**config.mk**
```make
export PLATFORM = sky130hd
export DESIGN_NAME = mcu_spi_frame_tx
export DESIGN_NICKNAME = d
export VERILOG_FILES = /design/src/rtl/mcu_spi_pkg.sv /design/src/rtl/spi_pin_sync.sv /design/src/rtl/mcu_spi_frame_tx.sv
export SDC_FILE = /design/constraint.sdc
export NUM_CORES = 1
export LEC_CHECK = 0
export CAP_MARGIN = 10
export CORE_MARGIN = 10
export CORE_UTILIZATION = 51
export CTS_BUF_LIST = sky130_fd_sc_hd__clkbuf_2 sky130_fd_sc_hd__clkbuf_4 sky130_fd_sc_hd__clkbuf_8
export CTS_CLUSTER_SIZE = 25
export DETAILED_ROUTE_END_ITERATION = 10
export HOLD_SLACK_MARGIN = 0.02
export PLACE_DENSITY = 0.81
export SYNTH_ARGS = -nofsm -noshare
export SYNTH_HDL_FRONTEND = slang
export SYNTH_SLANG_ARGS = --single-unit
```
**constraint.sdc**
```tcl
create_clock -name clk -period 2.85 [get_ports clk]
set_input_delay 0.7125 -clock clk [delete_from_list [all_inputs] [get_ports clk]]
set_output_delay 0.7125 -clock clk [all_outputs]
set_load 0.01 [all_outputs]
```
**src/rtl/mcu_spi_pkg.sv**
```systemverilog
`default_nettype none
// ============================================================================
//  Module      : mcu_spi_pkg
//  Description : Shared constants, flag layout, FSM states and the checksum
//                helper for the MCU SPI frame transmitter.
//  Revision    : 1.0 - initial release
// ============================================================================
package mcu_spi_pkg;

    localparam int         FRAME_BYTES = 17;
    localparam int         FRAME_BITS  = FRAME_BYTES * 8;
    localparam logic [7:0] HEADER_BYTE = 8'hAA;

    // Bit positions inside the flags byte (byte 1)
    localparam int FLAG_QUAT_VALID  = 0;
    localparam int FLAG_GYRO_VALID  = 1;
    localparam int FLAG_INITIALIZED = 2;
    localparam int FLAG_ERROR       = 3;
    localparam int FLAG_SEQ_LSB     = 4;

    typedef enum logic [1:0] {
        IDLE  = 2'd0,
        LOAD  = 2'd1,
        SHIFT = 2'd2
    } state_t;

    // XOR of the 16 body bytes; body is packed MSB byte first
    function automatic logic [7:0] frame_checksum(input logic [FRAME_BITS-9:0] body);
        logic [7:0] acc;
        acc = 8'h00;
        for (int i = 0; i < FRAME_BYTES - 1; i++) begin
            acc = acc ^ body[i*8 +: 8];
        end
        return acc;
    endfunction

endpackage
`default_nettype wire

```
**src/rtl/spi_pin_sync.sv**
```systemverilog
`default_nettype none
// ============================================================================
//  Module      : spi_pin_sync
//  Description : N-stage pin synchronizer with registered rise/fall pulses.
//  Revision    : 1.0 - initial release
// ============================================================================
module spi_pin_sync #(
    parameter int   STAGES    = 2,
    parameter logic RESET_VAL = 1'b0
) (
    input  logic clk,
    input  logic rst_n,
    input  logic pin,
    output logic rise,
    output logic fall
);

    logic [STAGES-1:0] r_sync;
    logic              r_last;
    logic              r_rise;
    logic              r_fall;
    logic              w_level;

    assign w_level = r_sync[STAGES-1];

    always_ff @(posedge clk or negedge rst_n) begin
        if (!rst_n) begin
            r_sync <= {STAGES{RESET_VAL}};
            r_last <= RESET_VAL;
            r_rise <= 1'b0;
            r_fall <= 1'b0;
        end else begin
            r_sync[0] <= pin;
            for (int i = 1; i < STAGES; i++) begin
                r_sync[i] <= r_sync[i-1];
            end
            r_last <= w_level;
            r_rise <= w_level & ~r_last;
            r_fall <= ~w_level & r_last;
        end
    end

    assign rise = r_rise;
    assign fall = r_fall;

endmodule
`default_nettype wire

```
**src/rtl/mcu_spi_frame_tx.sv**
```systemverilog
`default_nettype none
// ============================================================================
//  Module      : mcu_spi_frame_tx
//  Description : Read-only SPI mode-0 slave that snapshots the IMU receiver
//                outputs on CS assertion and shifts out a 17-byte frame.
//  Revision    : 1.0 - initial release
// ============================================================================
module mcu_spi_frame_tx
    import mcu_spi_pkg::*;
#(
    parameter int SYNC_STAGES = 2
) (
    input  logic        clk,
    input  logic        rst_n,
    input  logic        cs_n,
    input  logic        sck,
    output logic        miso,
    output logic        miso_oe,
    input  logic        initialized,
    input  logic        error,
    input  logic        quat1_valid,
    input  logic        gyro1_valid,
    input  logic [15:0] quat1_w,
    input  logic [15:0] quat1_x,
    input  logic [15:0] quat1_y,
    input  logic [15:0] quat1_z,
    input  logic [15:0] gyro1_x,
    input  logic [15:0] gyro1_y,
    input  logic [15:0] gyro1_z,
    output logic        frame_done,
    output logic        frame_abort,
    output logic [3:0]  seq
);

    localparam logic [7:0] C_FRAME_BITS = 8'(FRAME_BITS);
    localparam logic [4:0] C_PAD_IDX    = 5'(FRAME_BYTES);
    localparam logic [7:0] C_LAST_BYTE0 = 8'(FRAME_BITS - 8);

    logic w_cs_rise;
    logic w_cs_fall;
    logic w_sck_rise;
    logic w_sck_fall;

    spi_pin_sync #(
        .STAGES    (SYNC_STAGES),
        .RESET_VAL (1'b1)
    ) u_cs_sync (
        .clk   (clk),
        .rst_n (rst_n),
        .pin   (cs_n),
        .rise  (w_cs_rise),
        .fall  (w_cs_fall)
    );

    spi_pin_sync #(
        .STAGES    (SYNC_STAGES),
        .RESET_VAL (1'b0)
    ) u_sck_sync (
        .clk   (clk),
        .rst_n (rst_n),
        .pin   (sck),
        .rise  (w_sck_rise),
        .fall  (w_sck_fall)
    );

    state_t                r_state;
    state_t                w_state_nxt;
    logic [FRAME_BITS-1:0] r_frame;
    logic [4:0]            r_byte_idx;
    logic [2:0]            r_bit_idx;
    logic [7:0]            r_rise_cnt;
    logic [3:0]            r_seq;
    logic                  r_oe;
    logic [7:0]            w_flags;
    logic [FRAME_BITS-9:0] w_body;
    logic [7:0]            w_bit_pos;

    always_comb begin
        w_flags                      = 8'h00;
        w_flags[FLAG_QUAT_VALID]     = quat1_valid;
        w_flags[FLAG_GYRO_VALID]     = gyro1_valid;
        w_flags[FLAG_INITIALIZED]    = initialized;
        w_flags[FLAG_ERROR]          = error;
        w_flags[FLAG_SEQ_LSB +: 4]   = r_seq;
    end

    assign w_body = {HEADER_BYTE, w_flags, quat1_w, quat1_x, quat1_y, quat1_z,
                     gyro1_x, gyro1_y, gyro1_z};

    always_comb begin
        w_state_nxt = r_state;
        frame_done  = 1'b0;
        frame_abort = 1'b0;
        case (r_state)
            IDLE: begin
                if (w_cs_fall) begin
                    w_state_nxt = LOAD;
                end
            end
            LOAD: begin
                w_state_nxt = w_cs_rise ? IDLE : SHIFT;
            end
            SHIFT: begin
                if (w_cs_rise) begin
                    w_state_nxt = IDLE;
                    frame_done  = (r_rise_cnt == C_FRAME_BITS);
                    frame_abort = (r_rise_cnt != C_FRAME_BITS);
                end
            end
            default: w_state_nxt = IDLE;
        endcase
    end

    always_ff @(posedge clk or negedge rst_n) begin
        if (!rst_n) begin
            r_state <= IDLE;
        end else begin
            r_state <= w_state_nxt;
        end
    end

    always_ff @(posedge clk or negedge rst_n) begin
        if (!rst_n) begin
            r_frame    <= '0;
            r_byte_idx <= 5'd0;
            r_bit_idx  <= 3'd7;
            r_rise_cnt <= 8'd0;
            r_seq      <= 4'd0;
            r_oe       <= 1'b0;
        end else begin
            if (w_cs_fall) begin
                r_oe <= 1'b1;
            end else if (w_cs_rise) begin
                r_oe <= 1'b0;
            end

            if (r_state == LOAD) begin
                r_frame    <= {w_body, frame_checksum(w_body)};
                r_byte_idx <= 5'd0;
                r_bit_idx  <= 3'd7;
                r_rise_cnt <= 8'd0;
                r_seq      <= r_seq + 4'd1;
            end else if (r_state == SHIFT && !w_cs_rise) begin
                if (w_sck_rise && r_rise_cnt != C_FRAME_BITS) begin
                    r_rise_cnt <= r_rise_cnt + 8'd1;
                end
                // Falling SCK moves to the next bit; a CS exit in the same cycle suppresses it
                if (w_sck_fall) begin
                    if (r_bit_idx == 3'd0) begin
                        r_bit_idx <= 3'd7;
                        if (r_byte_idx != C_PAD_IDX) begin
                            r_byte_idx <= r_byte_idx + 5'd1;
                        end
                    end else begin
                        r_bit_idx <= r_bit_idx - 3'd1;
                    end
                end
            end
        end
    end

    assign w_bit_pos = C_LAST_BYTE0 - {r_byte_idx, 3'b000} + {5'd0, r_bit_idx};

    // LOAD drives the header MSB directly since the snapshot lands one cycle later
    always_comb begin
        miso = 1'b0;
        case (r_state)
            LOAD:    miso = HEADER_BYTE[7];
            SHIFT:   miso = (r_byte_idx < C_PAD_IDX) ? r_frame[w_bit_pos] : 1'b0;
            default: miso = 1'b0;
        endcase
    end

    assign miso_oe = r_oe;
    assign seq     = r_seq;

endmodule
`default_nettype wire

```
; After elaboration in Yosys (flattened, before gate mapping)
; Index checks and enable logic that the tools add are counted.
; Widths: inputs -> output; s select.
[op_classes]
add_sub_neg = 6
muxes = 26
bitwise = 23
reduce_logical = 15
n_eq_ne = 7
magnitude_cmp = 2
[ops]
columns = cell, n
row1 = $xor 8x8->8, 14
row2 = $mux 5, 5
row3 = $mux 8, 3
row4 = $mux 3, 4
row5 = $reduce_bool 2->1, 6
row6 = $lt 8x9->1 const B, 1
row7 = $add 8x1->8 const B, 1
row8 = $add 8x3->8, 1
row9 = $bmux 1 s8, 1
row10 = $eq 8x8->1 const B, 1
row11 = $mux 1, 8
row12 = $ne 8x8->1 const B, 1
row13 = $sub 8x8->8 const A, 1
row14 = $mux 2, 3
row15 = $pmux 2 s3, 1
row16 = $reduce_and 2->1, 3
row17 = $add 5x1->5 const B, 1
row18 = $lt 5x5->1 const B, 1
row19 = $ne 5x5->1 const B, 1
row20 = $add 4x1->4 const B, 1
row21 = $and 1x1->1, 4
row22 = $ne 2x1->1 const B, 2
row23 = $not 1->1, 4
row24 = $not 4->4, 1
row25 = other kinds (9), 10
[totals]
wordCells = 94
regBits = 162
output_inout_bits = 8
input_bits = 120

; Depth between registers and ports, before layout
[depth]
depth_word = 15
depth_mapped = 11

; Cells and area by module
; Synthesis repeated with hierarchy kept, for this count alone.
[hier_totals]
cells_unflattened = 662
area_unflattened_um2 = 8543.2
[by_module_without_submodules]
columns = mod, instances, cells_each, area_each_um2, seq_area_each_um2
row1 = mcu_spi_frame_tx, 1, 648, 8259.2, 3807.4
row2 = spi_pin_sync at u_cs_sync, 1, 7, 143.9, 128.9
row3 = spi_pin_sync at u_sck_sync, 1, 7, 140.1, 125.1

; Worst setup path after synthesis
; Ideal clock, no wire load.
[synth_path]
kind = reg2out
start = register r_byte_idx[0]
end = output port miso
path_stages_with_launch = 10
slack_ns = -0.052
arrival_ns = 2.189
path_buffers = 1
path_cell_list = dfrtp_1 > clkbuf_1 > inv_1 > ha_1 > nor3b_1 > nand2_1 > a221o_1 > a21oi_1 > o31ai_1 > o31ai_1
[synth_via]
elab_chain_len = 6
elab_cells_between_ends = 7
cone_classes = add/sub (2) / order compare (1) / mux (4)
[synth_lines]
columns = element, line_no
row1 = start: declaration, mcu_spi_frame_tx.sv:69  ; logic [4:0] r_byte_idx;
row2 = start signal: assignment, mcu_spi_frame_tx.sv:152  ; r_byte_idx <= r_byte_idx + 5'd1;
row3 = $sub 8x8->8, mcu_spi_frame_tx.sv:162  ; assign w_bit_pos = C_LAST_BYTE0 - {r_byte_idx, 3'b000} + {5'd0, r_bit_idx};
row4 = $add 8x3->8, mcu_spi_frame_tx.sv:162
row5 = $bmux 1 s8, mcu_spi_frame_tx.sv:169  ; SHIFT: miso = (r_byte_idx < C_PAD_IDX) ? r_frame[w_bit_pos] : 1'b0;
row6 = $mux 1 (implied by the code), mcu_spi_frame_tx.sv:169
row7 = $mux 1 (*), mcu_spi_frame_tx.sv:169
row8 = $pmux 1 s2 (*), mcu_spi_frame_tx.sv:167  ; case (r_state)
row9 = end: declaration, mcu_spi_frame_tx.sv:17  ; output logic miso,
; Every way passes the cells marked *; elsewhere a longest branch is shown, timed or not. The select of a mux whose other input is x is not followed.

; Worst setup path in the final report
[layout_path]
start = register r_bit_idx[0]
end = output port miso
[layout_via]
elab_chain_len = 5
[layout_lines]
columns = element, line_no
row1 = start: declaration, mcu_spi_frame_tx.sv:70  ; logic [2:0] r_bit_idx;
row2 = start signal: assignment, mcu_spi_frame_tx.sv:155  ; r_bit_idx <= r_bit_idx - 3'd1;
row3 = $add 8x3->8, mcu_spi_frame_tx.sv:162
row4 = $bmux 1 s8, mcu_spi_frame_tx.sv:169
row5 = $mux 1 (implied by the code), mcu_spi_frame_tx.sv:169
row6 = $mux 1, mcu_spi_frame_tx.sv:169
row7 = $pmux 1 s2, mcu_spi_frame_tx.sv:167
; Every way passes these cells. The select of a mux whose other input is x is not followed.

==> summary.txt <==
Clock tree
  • Clock Path Buffers: 2
  • Clock tree from TritonCTS: built
  • Post-cts hold buffer count: 0
  • H-tree levels: 4
  • Clock slew at reported path FFs: 0.08 ns
  • CTS root buffer: clkbuf_8
  • Clk sinks: 162
  • Inserted Clock Buffers: 17
  • Insertion delay to the later sink of the worst-skew pair: 0.45 ns

Timing
  • Max Fclk: 0.288 GHz
  • Final setup TNS: -0.628 ns
  • RSZ-0062 raised after global routing: yes
  • Max_slew headroom: 34.3%
  • Slew Viols, Final: 0
  • Finish-stage setup viols: 1
  • Fin crit period: 3.48 ns
  • Least-Margin Pin Slew: 0.986 ns
  • Worst Clk Skew: 0.0118 ns
  • Fin crit share: 122%
  • Final Hold Fails: 0
  • Final worst setup slack: -0.628 ns

Power
  • VDD IR-drop max: 0.487 mV
  • P_int: 6830 uW
  • Leakage: 0.00453 uW
  • Clock Power Share: 15.1%
  • Comb pwr share: 45.5%
  • Net switching power: 3530 uW
  • Seq pwr share: 39.4%
  • Sw Ratio: 34.1%
  • PwrDens: 959 mW/mm2

Logic synthesis
  • Synth top area cells: dfrtp_1 (46%), mux2_2 (17%), xnor2_1 (11%)
  • Post-synthesis cell type count: 48
  • Syn Area/Cell: 13.0 um2
  • Main synth FF type: dfrtp_1
  • Yosys reg bits: 162
  • Post-synthesis sequential area ratio: 47.7%
  • Synth top area share: 45.8%
  • Cell Area, Synth: 0.00851 mm2
  • Syn Inst Count: 653
  • Synth Warn #: 0
  • Area leader, netlist: dfrtp_1
  • Synth Net Count: 784
  • Async SR Flop Fraction: 100%
  • Number of synthesized flops with an enable pin: 0

Placement
  • Final GP Congestion: 0.889
  • DP HPWL: 17300 um
  • IO buf count: 127
  • Placed inst area: 0.0104 mm2

Floorplanning
  • Core area: 0.0165 mm2
  • Die height: 149 um
  • Ports: 128
  • Starting density of the core: 51.7%
  • Die width: 149 um
  • Die Area: 0.0223 mm2
  • Row count: 47

Job
  • Max-Cap Viols: 0

Setup path
  • Reg-to-reg endpoint: r_rise_cnt[5]$_DFFE_PN0P_
  • CP cell instances: buf_4 > buf_12 > mux4_2 > nand2b_1 > a31oi_1 > nand4_1 > nand4_1 > o31ai_2 > buf_2
  • Reg2Reg Setup Slack: 0.24 ns
  • Critical path arrival: 2.77 ns
  • Reg2reg start: r_state[1]$_DFFE_PN0P_
  • CP max stage cell: dfstp_2
  • Crit path buf inv count: 3
  • Worst Reg-to-Reg Cells: 9
  • Crit path kind: flip-flop to output port
  • Startpoint types: flip-flop
  • CP Data Required Time: 2.14 ns
  • Delay of the slowest cell on the worst path: 0.58 ns
  • CP most frequent cell: nand4_1
  • Crit Path Max Fanout: 13
  • CP delay by family, top: flip-flops
  • Kind of end point of the critical path: output port

GRT
  • Largest net degree at the start of global routing: 81
  • First-pass GRT wire length: 34900 um
  • Overall global routing resource usage: 20.2%
  • Initial antenna violation count: 0
  • Grt ovf: 0
  • Vias in the first global route: 6313

Min path
  • Min-delay worst type: primary input to async pin

Finish
  • Fraction of layout cells with a size suffix above 1: 30.3%
  • Fill cells: 1224
  • Final core utilization: 65.6%
  • Post-Layout Inst Area: 0.0108 mm2
  • Synth-to-Final Area Change: 26.9%
  • Inserted Diodes: 0
  • Nets@finish: 958

Route
  • Drt pass-1 iters: 7
  • 1st-iter DRT viols: 489
  • Wire per inst: 21.1 um
  • Vias per inst: 5.52
  • Total number of vias: 5848
  • Post-DRT Antenna Nets: 0
  • Routed Wire Length: 22300 um
  • Drt drc: 0

Outcome
  • Failing checks: negative setup slack
  • Status: finished with violations
==> timing repair <==
item / in CTS / in global routing
pin swaps: 7 / 1
setup endpoints to repair: 1 / 2
setup buffers: 4 / 0
endpoints found under the hold margin: 0 / 0
resized for setup: 17 / 2
==> synthesized netlist by cell type, types with 2 or more instances <==
library cell and number:
a2111oi_2 2, a21o_1 2, a21oi_1 9, a221oi_1 5, a22oi_1 7, a31oi_1 2, and2_1 3, and3_1 4
buf_1 7, buf_2 5, buf_6 4, clkbuf_1 15, dfrtp_1 156, dfstp_2 6, ha_1 11, inv_1 15
mux2_2 127, mux2i_1 21, mux4_1 9, mux4_2 13, nand2_1 16, nand2b_1 3, nand3_1 13, nand4_1 6
nor2_1 24, nor2b_1 7, nor3_1 3, nor3b_1 2, o21a_1 2, o21ai_0 9, o31ai_1 2, xnor2_1 104
xor2_1 24
==> cells in the final DEF (no fill, tap or decap), drive strengths merged, types with 3 or more instances in the layout <==
cell	n
a221oi	5
xnor2	104
and3	4
nand2b	3
ha	11
buf	61
dfrtp	156
inv	16
nor2	24
and2	3
xor2	24
nand2	16
a2111oi	3
nor3	3
nor2b	7
nand3	13
clkinv	3
o21ai	9
mux4	22
a21oi	10
dfstp	6
clkinvlp	4
clkbuf	22
mux2	128
mux2i	21
clkdlybuf4s50	124
nand4	6
a22oi	7
==> metal layers <==
| metal | global-route usage, % | up-vias | part of all wire, % |
|---|---|---|---|
| met5 | 0 | - | 0 |
| met4 | 5.84 | 0 | 1.9 |
| met3 | 5.04 | 37 | 6.1 |
| met2 | 33.6 | 207 | 50 |
| met1 | 25.6 | 2955 | 42 |
| li1 | - | 2649 | - |
==> registers in the layout, summed over array words and instances (netlist names) <==
| register | count |
|---|---|
| r_byte_idx | 5 |
| u_sck_sync.fall | 1 |
| u_sck_sync.r_last | 1 |
| r_bit_idx | 3 |
| r_state | 2 |
| r_rise_cnt | 8 |
| u_cs_sync.r_sync | 2 |
| u_sck_sync.r_sync | 2 |
| u_cs_sync.rise | 1 |
| r_frame | 129 |
| seq | 4 |
| u_cs_sync.fall | 1 |
| miso_oe | 1 |
| u_sck_sync.rise | 1 |
| u_cs_sync.r_last | 1 |
==> cells by family (layout without fill, tap and decap cells) <==
logic type | count (synthesis) | count (layout) | synth area share [%]
muxes | 171 | 171 | 25.7
DFF | 162 | 162 | 47.7
xor gates and xnor gates | 128 | 128 | 13.2
and+or+nand+nor | 86 | 86 | 5.08
AOI/OAI and AO/OA | 49 | 49 | 4.32
buffers and inverters | 46 | 232 | 2.45
adders and majority gates | 11 | 11 | 1.62
==> power by group through the flow <==
| stage | Sequential [uW] | Clock (uW) | Combinational [uW] |
|---|---|---|---|
| floorplan | 3750 | 0 | 3280 |
| global placement | 4070 | 0 | 4400 |
| detailed placement | 4100 | 0 | 4580 |
| CTS | 4060 | 1590 | 4720 |
| global route | 4170 | 1690 | 5060 |
| finish | 4080 | 1560 | 4720 |
==> worst register-to-register path, stage by stage, from the launching register on <==
cell and delay (ns):
dfrtp_1 0.41, inv_1 0.14, ha_4 0.17, buf_4 0.14
buf_4 0.76, o21a_1 0.27, and3_1 0.24, nand3_1 0.11
xor2_1 0.16, nor2_1 0.06
==> cell type report <==
class / count / area, um2 / share of cell area [%]
Multi-Input combinational cell: 445 / 4280 / 39.6
Inverter: 15 / 56.3 / 0.521
Timing Repair Buffer: 186 / 1770 / 16.4
Sequential cell: 162 / 4060 / 37.6
Tap cell: 220 / 275 / 2.55
Clock inverter: 9 / 83.8 / 0.776
Clock buffer: 22 / 278 / 2.57
==> stage by stage <==
stage	cells	hold slack, ns	power (uW)	setup WS [ns]
after global routing	1059	0.264	10900	-0.748
after floorplan	653	0.331	7020	0.0149
after CTS	1059	0.245	10400	-0.614
after global placement	1024	0.337	8470	-0.588
after detailed placement	1024	0.335	8670	-0.640
final	1059	0.224	10400	-0.628
==> worst max path at each step <==
stage                                    from    to  slack, ns  depth (start not counted)
floorplan           r_byte_idx[0]$_DFFE_PN0P_  miso       0.01                          9
CTS                  r_bit_idx[0]$_DFFE_PN1P_  miso      -0.61                          8
global placement     r_bit_idx[0]$_DFFE_PN1P_  miso      -0.59                          6
global route         r_bit_idx[0]$_DFFE_PN1P_  miso      -0.75                          8
finish               r_bit_idx[0]$_DFFE_PN1P_  miso      -0.63                          9
detailed placement   r_bit_idx[0]$_DFFE_PN1P_  miso      -0.64                          7
(Power assumes the default switching activity.)
